`src/rtl/mc_controller.sv`:
```
// Control FSM for a multicycle RV32I-subset core sharing one ALU and one memory.
// Drives ALU opcode, datapath selects and write enables; resolves branches from ALU flags.
module mc_controller #(
  parameter int CNT_W = 32
) (
  input  logic             clk,
  input  logic             rst,
  input  logic [6:0]       op,
  input  logic [2:0]       funct3,
  input  logic             funct7_5,
  input  logic             zero,
  input  logic             neg,
  output logic [2:0]       alu_ctrl,
  output logic [1:0]       alu_src_a,
  output logic [1:0]       alu_src_b,
  output logic [1:0]       result_src,
  output logic [2:0]       imm_src,
  output logic             adr_src,
  output logic             ir_write,
  output logic             pc_write,
  output logic             mem_write,
  output logic             reg_write,
  output logic             illegal,
  output logic             retire,
  output logic [CNT_W-1:0] instr_count
);

  typedef enum logic [3:0] {
    FETCH, DECODE, MEM_ADR, MEM_READ, MEM_WB, MEM_WRITE, EXEC_R, EXEC_I,
    ALU_WB, BRANCH, JALR, JAL, LUI, ILLEGAL
  } state_t;

  localparam logic [2:0] ALU_ADD  = 3'b000;
  localparam logic [2:0] ALU_SUB  = 3'b001;
  localparam logic [2:0] ALU_AND  = 3'b010;
  localparam logic [2:0] ALU_OR   = 3'b011;
  localparam logic [2:0] ALU_XOR  = 3'b100;
  localparam logic [2:0] ALU_SLT  = 3'b101;
  localparam logic [2:0] ALU_SLTU = 3'b110;

  state_t           state_q, state_d;
  logic             illegal_q, illegal_d;
  logic [CNT_W-1:0] cnt_q, cnt_d;
  logic [2:0]       alu_fn;
  logic             alu_fn_ok;

  // Shared R/I funct3 decode; the SUB variant only exists for register-register ops.
  always_comb begin
    alu_fn    = ALU_ADD;
    alu_fn_ok = 1'b1;
    case (funct3)
      3'b000:  alu_fn = (state_q == EXEC_R && funct7_5) ? ALU_SUB : ALU_ADD;
      3'b010:  alu_fn = ALU_SLT;
      3'b011:  alu_fn = ALU_SLTU;
      3'b100:  alu_fn = ALU_XOR;
      3'b110:  alu_fn = ALU_OR;
      3'b111:  alu_fn = ALU_AND;
      default: alu_fn_ok = 1'b0;
    endcase
  end

  always_comb begin
    state_d    = state_q;
    alu_ctrl   = ALU_ADD;
    alu_src_a  = 2'b00;
    alu_src_b  = 2'b00;
    result_src = 2'b00;
    adr_src    = 1'b0;
    ir_write   = 1'b0;
    pc_write   = 1'b0;
    mem_write  = 1'b0;
    reg_write  = 1'b0;
    retire     = 1'b0;
    case (op)
      7'b0100011: imm_src = 3'b001;
      7'b1100011: imm_src = 3'b010;
      7'b1101111: imm_src = 3'b011;
      7'b0110111: imm_src = 3'b100;
      default:    imm_src = 3'b000;
    endcase

    case (state_q)
      FETCH: begin
        ir_write   = 1'b1;
        alu_src_b  = 2'b10;
        result_src = 2'b10;
        pc_write   = 1'b1;
        state_d    = DECODE;
      end
      DECODE: begin
        alu_src_a = 2'b01;
        alu_src_b = 2'b01;
        case (op)
          7'b0000011, 7'b0100011: state_d = MEM_ADR;
          7'b0110011:             state_d = EXEC_R;
          7'b0010011:             state_d = EXEC_I;
          7'b1100011:             state_d = BRANCH;
          7'b1101111:             state_d = JAL;
          7'b1100111:             state_d = JALR;
          7'b0110111:             state_d = LUI;
          default:                state_d = ILLEGAL;
        endcase
      end
      MEM_ADR: begin
        alu_src_a = 2'b10;
        alu_src_b = 2'b01;
        state_d   = (op == 7'b0000011) ? MEM_READ : MEM_WRITE;
      end
      MEM_READ: begin
        adr_src = 1'b1;
        state_d = MEM_WB;
      end
      MEM_WB: begin
        result_src = 2'b01;
        reg_write  = 1'b1;
        retire     = 1'b1;
        state_d    = FETCH;
      end
      MEM_WRITE: begin
        adr_src   = 1'b1;
        mem_write = 1'b1;
        retire    = 1'b1;
        state_d   = FETCH;
      end
      EXEC_R, EXEC_I: begin
        alu_src_a = 2'b10;
        alu_src_b = (state_q == EXEC_I) ? 2'b01 : 2'b00;
        if (alu_fn_ok) begin
          alu_ctrl = alu_fn;
          state_d  = ALU_WB;
        end else begin
          state_d  = ILLEGAL;
        end
      end
      ALU_WB: begin
        reg_write = 1'b1;
        retire    = 1'b1;
        state_d   = FETCH;
      end
      BRANCH: begin
        alu_src_a = 2'b10;
        alu_ctrl  = ALU_SUB;
        retire    = 1'b1;
        state_d   = FETCH;
        // Condition comes straight off this cycle's SUB flags; overflow is not corrected.
        case (funct3)
          3'b000: pc_write = zero;
          3'b001: pc_write = !zero;
          3'b100: pc_write = neg;
          3'b101: pc_write = !neg;
          default: begin
            retire  = 1'b0;
            state_d = ILLEGAL;
          end
        endcase
      end
      JALR: begin
        alu_src_a = 2'b10;
        alu_src_b = 2'b01;
        state_d   = JAL;
      end
      JAL: begin
        pc_write  = 1'b1;
        alu_src_a = 2'b01;
        alu_src_b = 2'b10;
        state_d   = ALU_WB;
      end
      LUI: begin
        result_src = 2'b11;
        imm_src    = 3'b100;
        reg_write  = 1'b1;
        retire     = 1'b1;
        state_d    = FETCH;
      end
      default: state_d = ILLEGAL;
    endcase

    // Reset abandons whatever is in flight without any writes.
    if (rst) begin
      alu_ctrl   = ALU_ADD;
      alu_src_a  = 2'b00;
      alu_src_b  = 2'b00;
      result_src = 2'b00;
      imm_src    = 3'b000;
      adr_src    = 1'b0;
      ir_write   = 1'b0;
      pc_write   = 1'b0;
      mem_write  = 1'b0;
      reg_write  = 1'b0;
      retire     = 1'b0;
    end

    illegal_d = illegal_q | (state_d == ILLEGAL);
    cnt_d     = cnt_q + CNT_W'(retire);
  end

  always_ff @(posedge clk) begin
    if (rst) begin
      state_q   <= FETCH;
      illegal_q <= 1'b0;
      cnt_q     <= '0;
    end else begin
      state_q   <= state_d;
      illegal_q <= illegal_d;
      cnt_q     <= cnt_d;
    end
  end

  assign illegal     = illegal_q;
  assign instr_count = cnt_q;

endmodule

```
`config.mk`:
```
export PLATFORM = sky130hd
export DESIGN_NAME = mc_controller
export DESIGN_NICKNAME = d
export VERILOG_FILES = /design/src/rtl/mc_controller.sv
export SDC_FILE = /design/constraint.sdc
export NUM_CORES = 1
export LEC_CHECK = 0
export BUFFER_PORTS_ARGS = -buffer_cell sky130_fd_sc_hd__buf_2
export CORE_MARGIN = 1.5
export CORE_UTILIZATION = 46
export CTS_CLUSTER_SIZE = 16
export DETAILED_ROUTE_END_ITERATION = 8
export PLACE_DENSITY_LB_ADDON = 0.1
export SYNTH_ARGS = -nofsm -noshare
export SYNTH_HDL_FRONTEND = slang
export SYNTH_SLANG_ARGS = --single-unit
```
`constraint.sdc`:
```
create_clock -name clk -period 3.1 [get_ports clk]
set_input_delay 0.93 -clock clk [delete_from_list [all_inputs] [get_ports clk]]
set_output_delay 0.93 -clock clk [all_outputs]
set_load 0.01 [all_outputs]
```
==> results of run 1 <==
-- cell type report --
class | instances | area (sq um)
inverters | 8 | 30.0
clock inverters | 1 | 5.00
flip-flops and latches | 37 | 741
clock buffers | 5 | 68.8
fillers | 437 | 1800
well taps | 52 | 65.1
repair buffers | 73 | 385
multi-input cells | 211 | 1280
-- cell usage in the layout, fill, tap and decap left out, types with 2 or more instances in the layout --
cell	n
a21oi_1	17
and2_1	2
and3_1	4
buf_2	65
buf_4	8
clkbuf_8	5
dfxtp_1	37
ha_1	2
inv_1	8
mux2i_1	2
nand2_1	20
nand3_1	14
nand4_1	8
nand4_2	2
nor2_1	44
nor2b_1	6
nor3_1	6
nor4_1	4
nor4_4	2
nor4b_1	2
o21ai_0	17
or3_1	8
xnor2_1	7
xor2_1	20
-- worst paths after layout --
kind	to	depth (start not counted)	slack, ns
worst min-delay path	illegal	2	0.51
worst max register to register	instr_count[31]	10	0.56
worst max-delay path	alu_ctrl[0]	6	0.29
worst min register to register	illegal	2	0.51
-- cell families after synthesis --
kind of cell,count (synthesis),share of synthesized area
simple gates,136,0.358
compound gates,44,0.117
flops,37,0.352
xor+xnor,27,0.113
buf+inv,20,0.0387
mux,2,0.00952
fa+ha+maj,2,0.0119
-- routing by layer --
metal	up-vias	global-route usage	wire, um
met4	0	0.0860	129
li1	1069	-	-
met1	933	0.247	2160
met5	-	0	0
met3	14	0.0442	216
met2	59	0.328	2250
-- power groups by stage --
stage	Sequential (mW)	Clock (mW)	Combinational, mW
6_report	0.520	0.301	0.194
5_1_grt	0.524	0.335	0.219
4_1_cts	0.520	0.317	0.194
3_5_place_dp	0.530	0	0.193
3_3_place_gp	0.532	0	0.194
2_1_floorplan	0.510	0	0.144
-- through the flow --
| step | power [mW] | instances | utilization | area, sq um |
|---|---|---|---|---|
| finish | 1.02 | 387 | 0.588 | 2580 |
| floorplan | 0.654 | 268 | - | 2110 |
| global route | 1.08 | 387 | 0.588 | 2580 |
| detailed placement | 0.723 | 381 | 0.572 | 2510 |
| CTS | 1.03 | 387 | 0.588 | 2580 |
| global placement | 0.725 | 381 | 0.572 | 2510 |
-- registers in the layout, indices dropped and copies added (netlist names) --
name         cells
state_q          4
illegal          1
instr_count     32
-- worst max-delay path, delay by kind of cell --
kind                   cells  cell delay, ns
AND/OR/NAND/NOR            2            0.47
buffers and inverters      2            0.27
AO/OA/AOI/OAI              2            0.21
==> reports/metrics.csv, run 1 <==
metric,value,unit
yosysWarnings,0,
area_growth,22.7,%
grt_pass1_vias,1825,
fmax,0.356,GHz
slowest_stage,or4_1,
skew,0.00648,ns
holdCritPathClass,reg -> reg,
dieArea,4980,sq um
critPathMaxFanout,4,
crit_type,in -> out,
hold_violations,0,
crit_chain,buf_2 -> nor2_1 -> a21oi_1 -> or4_1 -> a21oi_1 -> buf_2,
hpwl,3550,um
grt_antenna_before_repair,0,
grt-ovfl-total,0,
post-cts-setup-buffers,0,
grt.total_usage,0.198,
core_region_area,4380,sq um
cts.repair.resized,0,
tns,0,ns
cts-buffers-inserted,5,
die_w,70.6,um
grt_pass1_wl,8030,um
yosysMostFrequentCell,nor2_1,
clk_root_buffer_cell,clkbuf_8,
synth-edff-count,0,
peakVddDrop,0.209,mV
first_iter_violations,133,
ctsLongestPathBuffers,2,
num_vias,2075,
combinationalPowerShare,0.191,
drive_above_1_share,0.272,
ctsHtreeMaxLevel,2,
io_buffers,65,
cts_tree,yes,
cts_hold_buf,0,
outcome,finished clean,
synth.area.top_cells,"dfxtp_1 35%, xor2_1 8.3%, nor2_1 7.9%",
post-route-period-util,0.906,
grt_max_degree,24,
cellInternalPower,719,uW
net-switching-power,296,uW
clk_latency,0.29,ns
synth-async-reset-ratio,0,
synth_area,2100,sq um
wl_per_cell,12.3,um
netlist_instances,268,
seq_power_share,0.512,
max_slew_margin,0.633,
antennaDiodeCount,0,
route.antenna.remaining_nets,0,
layout_min_cycle_time,2.81,ns
drc,0,
clkSinkCount,37,
clkPwrFrac,0.297,
tightest_slew,0.549,ns
pre_cts_ws,0.155,ns
path_clk_slew,0.06,ns
die_h,70.6,um
vias_per_cell,5.36,
synthFlopType,dfxtp_1,
ys_types,48,
leakage,1.17,nW
cap_violations,0,
hold_start,illegal,
crit_start,funct3[2],
ys_seq_area_frac,0.352,
io_pins,66,
swShare,0.292,
max_stage_delay,0.39,ns
pwr_density_cell,393,nW/um^2
r2r_start,state_q[2],
syn-num-nets,285,
rsz0062_at_grt,false,
synth_area_leader_cell,dfxtp_1,
synth_top_area_share,0.352,
finalSetupViolCount,0,
timing.hold.ws,0.507,ns
finalWirelength,4760,um
cp-start-kind,input port,
arrival,1.88,ns
endpoint_kind,output pin,
fin_nets,353,
setup_ws,0.291,ns
gp_congestion,0.839,
synth.avg_cell_area,7.84,sq um
core.rowCount,24,
dr.pass1.iters,4,
start_util,0.479,
ys_seq_elements,37,
synth_common_cells,"44 x nor2_1, 37 x dfxtp_1, 20 x nand2_1, 20 x xor2_1",
critPathRequiredTime,2.17,ns
drv_slew,0,
No activity file was read; power rests on OpenSTA's default activity.
==> run 2, diff against run 1 <==
--- a/config.mk
+++ b/config.mk
@@ -7,7 +7,7 @@
 export LEC_CHECK = 0
 export BUFFER_PORTS_ARGS = -buffer_cell sky130_fd_sc_hd__buf_2
 export CORE_MARGIN = 1.5
-export CORE_UTILIZATION = 46
+export CORE_UTILIZATION = 50
 export CTS_CLUSTER_SIZE = 16
 export DETAILED_ROUTE_END_ITERATION = 8
 export PLACE_DENSITY_LB_ADDON = 0.1
==> constraint.sdc (replaced) <==
create_clock -name clk -period 2.7 [get_ports clk]
set_input_delay 0.81 -clock clk [delete_from_list [all_inputs] [get_ports clk]]
set_output_delay 0.81 -clock clk [all_outputs]
set_load 0.01 [all_outputs]
==> run 2 against run 1 <==
Power rose by 22%; clock power rose by 28%; combinational power is 38% higher; largest cell class unchanged.
==> reports/metrics.csv, run 2 (same netlist as run 1, synthesis figures left out) <==
metric,value,unit,change
first_iter_violations,114,,-14%
cts_tree,yes,,
tightest_slew,0.446,ns,-0.103 ns
holdCritPathClass,reg -> reg,,
crit_type,in -> out,,
wl_per_cell,12.1,um,-1.6%
timing.hold.ws,0.464,ns,-0.0422 ns
skew,0.00496,ns,-0.00152 ns
leakage,1.20,nW,+2.7%
area_growth,27.7,%,
outcome,finished clean,,
max_slew_margin,0.695,,+0.0616
seqCellArea,742,sq um,+0.17%
grt-ovfl-total,0,,unchanged
arrival,1.80,ns,-0.08 ns
vias_per_cell,5.40,,+0.77%
fillers,387,,-11%
top_usage_layer,met2,,
drv_slew,0,,unchanged
io_pins,66,,unchanged
grt.total_usage,0.216,,+0.0189
start_util,0.522,,+0.0423
setup_ws,0.0946,ns,-0.197 ns
hold_violations,0,,unchanged
crit_path_end,alu_ctrl[0],,
layout_min_cycle_time,2.61,ns,
grtUsageMet1,0.289,,+0.0416
antennaDiodeCount,0,,unchanged
core.rowCount,23,,-4.2%
ff2ff_path_depth,11,,+1
critPathRequiredTime,1.89,ns,-0.28 ns
clk_root_buffer_cell,clkbuf_8,,
rsz0062_at_grt,false,,
core_region_area,4030,sq um,-8.1%
fmax,0.384,GHz,
multiInputGateArea,1330,sq um,+3.5%
ctsLongestPathBuffers,2,,unchanged
grt_max_degree,18,,-25%
io_buffers,65,,unchanged
gr-usage-met3,0.0444,,+0.000248
fin_nets,359,,+1.7%
num_vias,2118,,+2.1%
largest_reg_flops,32,,unchanged
grt_antenna_before_repair,0,,unchanged
finalSetupViolCount,0,,unchanged
drc,0,,unchanged
clk_latency,0.28,ns,about the same
clkSinkCount,37,,unchanged
critPathMaxFanout,8,,+4
finalWirelength,4740,um,-0.29%
mostFrequentLayoutCell,buf_2,,
layout_common_cells,"64 x buf_2, 43 x nor2_1, 36 x dfxtp_1, 20 x xor2_1, 19 x nand2_1",,
peakVddDrop,0.311,mV,+49%
drive_above_1_share,0.313,,+0.0412
grt_pass1_vias,1753,,-3.9%
dieArea,4600,sq um,-7.7%
ctsHtreeMaxLevel,2,,unchanged
cts-buffers-inserted,5,,unchanged
pre_cts_ws,-0.0620,ns,-0.217 ns
holdPathStages,2,,unchanged
grt_pass1_wl,7690,um,-4.2%
rr_endpoint,instr_count[30],,
crit_start,funct3[1],,
post-route-period-util,0.965,,
pwr_density_cell,463,nW/um^2,+18%
rrSetupSlack,0.28,ns,-0.28 ns
endpoint_kind,output pin,,
hpwl,3590,um,+0.95%
gp_congestion,0.844,,+0.64%
cap_violations,0,,unchanged
dr.pass1.iters,4,,unchanged
die_w,67.8,um,-3.9%
die_h,67.8,um,-3.9%
cp-start-kind,input port,,
grt_use_met2,0.352,,+0.0236
r2r_start,state_q[2],,
route.antenna.remaining_nets,0,,unchanged
path_clk_slew,0.07,ns,about the same
## run 2: cell types whose count changed in the layout (fill, tap and decap cells not counted), moves of 2 or more
cell	before	now
ha_1	2	0
a21oi_2	0	2
o21ai_0	17	15
a21oi_1	17	15
buf_4	8	14
## run 2: how the worst min path moves through the flow
stage,slack [ns],start,end
5_1_grt,0.48,illegal,illegal
3_3_place_gp,0.46,illegal,illegal
2_1_floorplan,0.49,illegal,illegal
4_1_cts,0.47,illegal,illegal
6_report,0.46,illegal,illegal
3_5_place_dp,0.45,illegal,illegal
## run 2: layout make-up
type | instances | area share
multi-input combinational | 211 | 0.496
inverter | 8 | 0.0112
clock buffer | 7 | 0.0322
timing repair buffer | 79 | 0.161
tap | 50 | 0.0233
sequential | 37 | 0.276
## run 2: repair_timing
action | CTS | global route
resized for setup | 0 | 7
setup buffers | 0 | 0
hold buffers | 0 | 0
endpoints found under the setup margin | 0 | 8
## run 2: routing by layer
layer,part of all wire,up-vias
met5,0,-
met4,0.0061,0
met3,0.049,4
met2,0.45,53
li1,-,1089
met1,0.49,972
## run 2: metrics by stage
stage	setup TNS (ns)	util	instance area [sq um]	power, mW	instances
2_1_floorplan	-0.205	-	2130	0.761	268
3_3_place_gp	-0.0308	0.640	2580	0.862	385
3_5_place_dp	-0.213	0.640	2580	0.863	385
4_1_cts	0	0.662	2670	1.25	392
5_1_grt	0	0.666	2680	1.31	392
6_report	0	0.666	2680	1.24	392
## run 2: critical path: stages
cell and delay, ns:
buf_2 0.10, buf_4 0.14, a21oi_1 0.04, or4_4 0.41
a21oi_2 0.15, buf_2 0.14
## run 2: power by group
part	internal [mW]	switching, mW	total [mW]	leakage (nW)
Combinational	0.119	0.148	0.267	0.854
Sequential	0.561	0.0303	0.591	0.299
Clock	0.202	0.183	0.385	0.0443
==> run 3, diff against run 2 <==
--- a/config.mk
+++ b/config.mk
@@ -6,11 +6,13 @@
 export NUM_CORES = 1
 export LEC_CHECK = 0
 export BUFFER_PORTS_ARGS = -buffer_cell sky130_fd_sc_hd__buf_2
+export CELL_PAD_IN_SITES_DETAIL_PLACEMENT = 0
+export CELL_PAD_IN_SITES_GLOBAL_PLACEMENT = 1
 export CORE_MARGIN = 1.5
-export CORE_UTILIZATION = 50
+export CORE_UTILIZATION = 36
 export CTS_CLUSTER_SIZE = 16
 export DETAILED_ROUTE_END_ITERATION = 8
-export PLACE_DENSITY_LB_ADDON = 0.1
+export PLACE_DENSITY_LB_ADDON = 0.3
 export SYNTH_ARGS = -nofsm -noshare
 export SYNTH_HDL_FRONTEND = slang
 export SYNTH_SLANG_ARGS = --single-unit
==> run 3 against run 2 <==
Cell count grew 5.6%; wire length grew 8.4%; count of clock-buffer cells in the layout shrank 1; critical endpoint unchanged.
==> reports/metrics.csv, run 3 (same netlist as run 1, synthesis figures left out) <==
metric,value,unit,change
outcome,finished clean,,
max_slew_margin,0.671,,-0.0236
cts_hold_buf,0,,unchanged
ctsHtreeMaxLevel,2,,unchanged
tns,0,ns,unchanged
first_iter_violations,93,,-18%
fmax,0.383,GHz,-0.30%
die_h,79.4,um,+17%
stdcell_count,414,,+5.6%
crit_chain,buf_2 -> buf_4 -> a21oi_1 -> or4_1 -> a21oi_1 -> buf_2,,
post_dp_cell_area,2610,sq um,+1.3%
cap_violations,0,,unchanged
grt_pass1_wl,8620,um,+12%
holdCritPathClass,reg -> reg,,
layout_common_cells,"65 x buf_2, 44 x nor2_1, 36 x dfxtp_1, 20 x xor2_1, 19 x nand2_1",,
crit_buf_inv,3,,unchanged
finalWirelength,5140,um,+8.4%
post-cts-setup-buffers,0,,unchanged
slowest_stage,or4_1,,
path_clk_slew,0.07,ns,about the same
gp_congestion,0.780,,-7.7%
max_stage_delay,0.41,ns,about the same
critPathMaxFanout,8,,unchanged
clkSinkCount,37,,unchanged
io_buffers,65,,unchanged
die_w,79.4,um,+17%
cts_tree,yes,,
critPathTopFamily,simple AND/OR/NAND/NOR gates,,
rrSetupSlack,0.37,ns,+0.09 ns
critPathRequiredTime,1.89,ns,about the same
vias_per_cell,5.07,,-6.1%
grt_max_degree,27,,+9
leakage,1.20,nW,about the same
finalCoreUtilization,0.485,,-0.181
finalSetupViolCount,0,,unchanged
timing.hold.ws,0.474,ns,+0.00934 ns
drc,0,,unchanged
pwr_density_cell,453,nW/um^2,-2.2%
endpoint_kind,output pin,,
design_area,2700,sq um,+0.70%
crit_type,in -> out,,
hold_violations,0,,unchanged
hpwl,3890,um,+8.4%
rr_endpoint,instr_count[30],,
layout_min_cycle_time,2.61,ns,+0.00791 ns
holdPathStages,2,,unchanged
r2r_start,state_q[2],,
peakVddDrop,0.264,mV,-15%
skew,0.00326,ns,-0.00171 ns
cts.repair.resized,0,,unchanged
core.rowCount,27,,+17%
arrival,1.80,ns,about the same
drv_slew,0,,unchanged
cp-start-kind,input port,,
hold_path_end,illegal,,
rsz0062_at_grt,false,,
core_region_area,5570,sq um,+38%
clk_latency,0.29,ns,about the same
mostFrequentLayoutCell,buf_2,,
fin_nets,358,,-0.28%
grt.total_usage,0.171,,-0.0451
post-route-period-util,0.968,,+0.00293
drive_above_1_share,0.304,,-0.00877
wl_per_cell,12.4,um,+2.6%
grt-ovfl-total,0,,unchanged
clk_root_buffer_cell,clkbuf_8,,
grt_antenna_before_repair,0,,unchanged
ff2ff_path_depth,11,,unchanged
tightest_slew,0.486,ns,+0.0401 ns
ctsLongestPathBuffers,2,,unchanged
hold_start,illegal,,
route.antenna.remaining_nets,0,,unchanged
dr.pass1.iters,4,,unchanged
dp.cells,406,,+5.5%
largest_reg_flops,32,,unchanged
cts-buffers-inserted,5,,unchanged
dieArea,6310,sq um,+37%
area_growth,28.6,%,
antennaDiodeCount,0,,unchanged
start_util,0.377,,-0.145
io_pins,66,,unchanged
num_vias,2100,,-0.85%
grt_pass1_vias,1870,,+6.7%
-- run 3: cell count changes in the layout (fill, tap and decap cells not counted), sizes merged --
| cell | previous run | this run |
|---|---|---|
| clkbuf | 8 | 6 |
| clkinv | 0 | 2 |
-- run 3: how the worst max path moves through the flow --
stage,startpoint,endpoint,slack (ns),cells after the start
final,funct3[1],alu_ctrl[0],0.09,6
after global routing,funct3[2],pc_write,0.006,7
after CTS,funct3[1],alu_ctrl[0],0.1,6
after detailed placement,funct3[1],instr_count[30],-0.06,11
after global placement,funct3[1],instr_count[30],-0.006,11
after floorplan,funct3[1],instr_count[30],-0.08,10
-- run 3: worst register-to-register path, delay by kind of cell (launching register included) --
| kind | cells | cell delay, ns |
|---|---|---|
| flip-flops | 1 | 0.31 |
| buffers and inverters | 1 | 0.18 |
| AND/OR/NAND/NOR | 5 | 1.04 |
| adder cells (fa/ha/maj) | 2 | 0.38 |
| AO/OA/AOI/OAI | 3 | 0.36 |
-- run 3: layout make-up --
type	instances	area (sq um)
clock buffer	6	72.6
clock inverter	2	10.0
fill	571	2870
inverter	8	30.0
multi-input combinational	211	1320
sequential	37	742
tap	72	90.1
timing repair buffer	78	435
-- run 3: per-stage QoR --
step	total power, mW	worst slack [ns]
2_1_floorplan	0.761	-0.0821
3_3_place_gp	0.863	-0.00612
3_5_place_dp	0.862	-0.0564
4_1_cts	1.23	0.0976
5_1_grt	1.30	0.00592
6_report	1.22	0.0867
-- run 3: power breakdown --
part	switching (mW)	leakage [nW]	total [mW]	internal, mW
combinational	0.155	0.852	0.268	0.113
sequential	0.0241	0.299	0.585	0.561
clock	0.193	0.0450	0.372	0.179
-- run 3: per-layer routing --
layer | GRT usage | up-vias | wire (um)
met2 | 0.271 | 58 | 2310
met5 | 0 | - | 0
li1 | - | 1086 | -
met4 | 0.0526 | 0 | 44
met1 | 0.229 | 951 | 2510
met3 | 0.0423 | 5 | 279
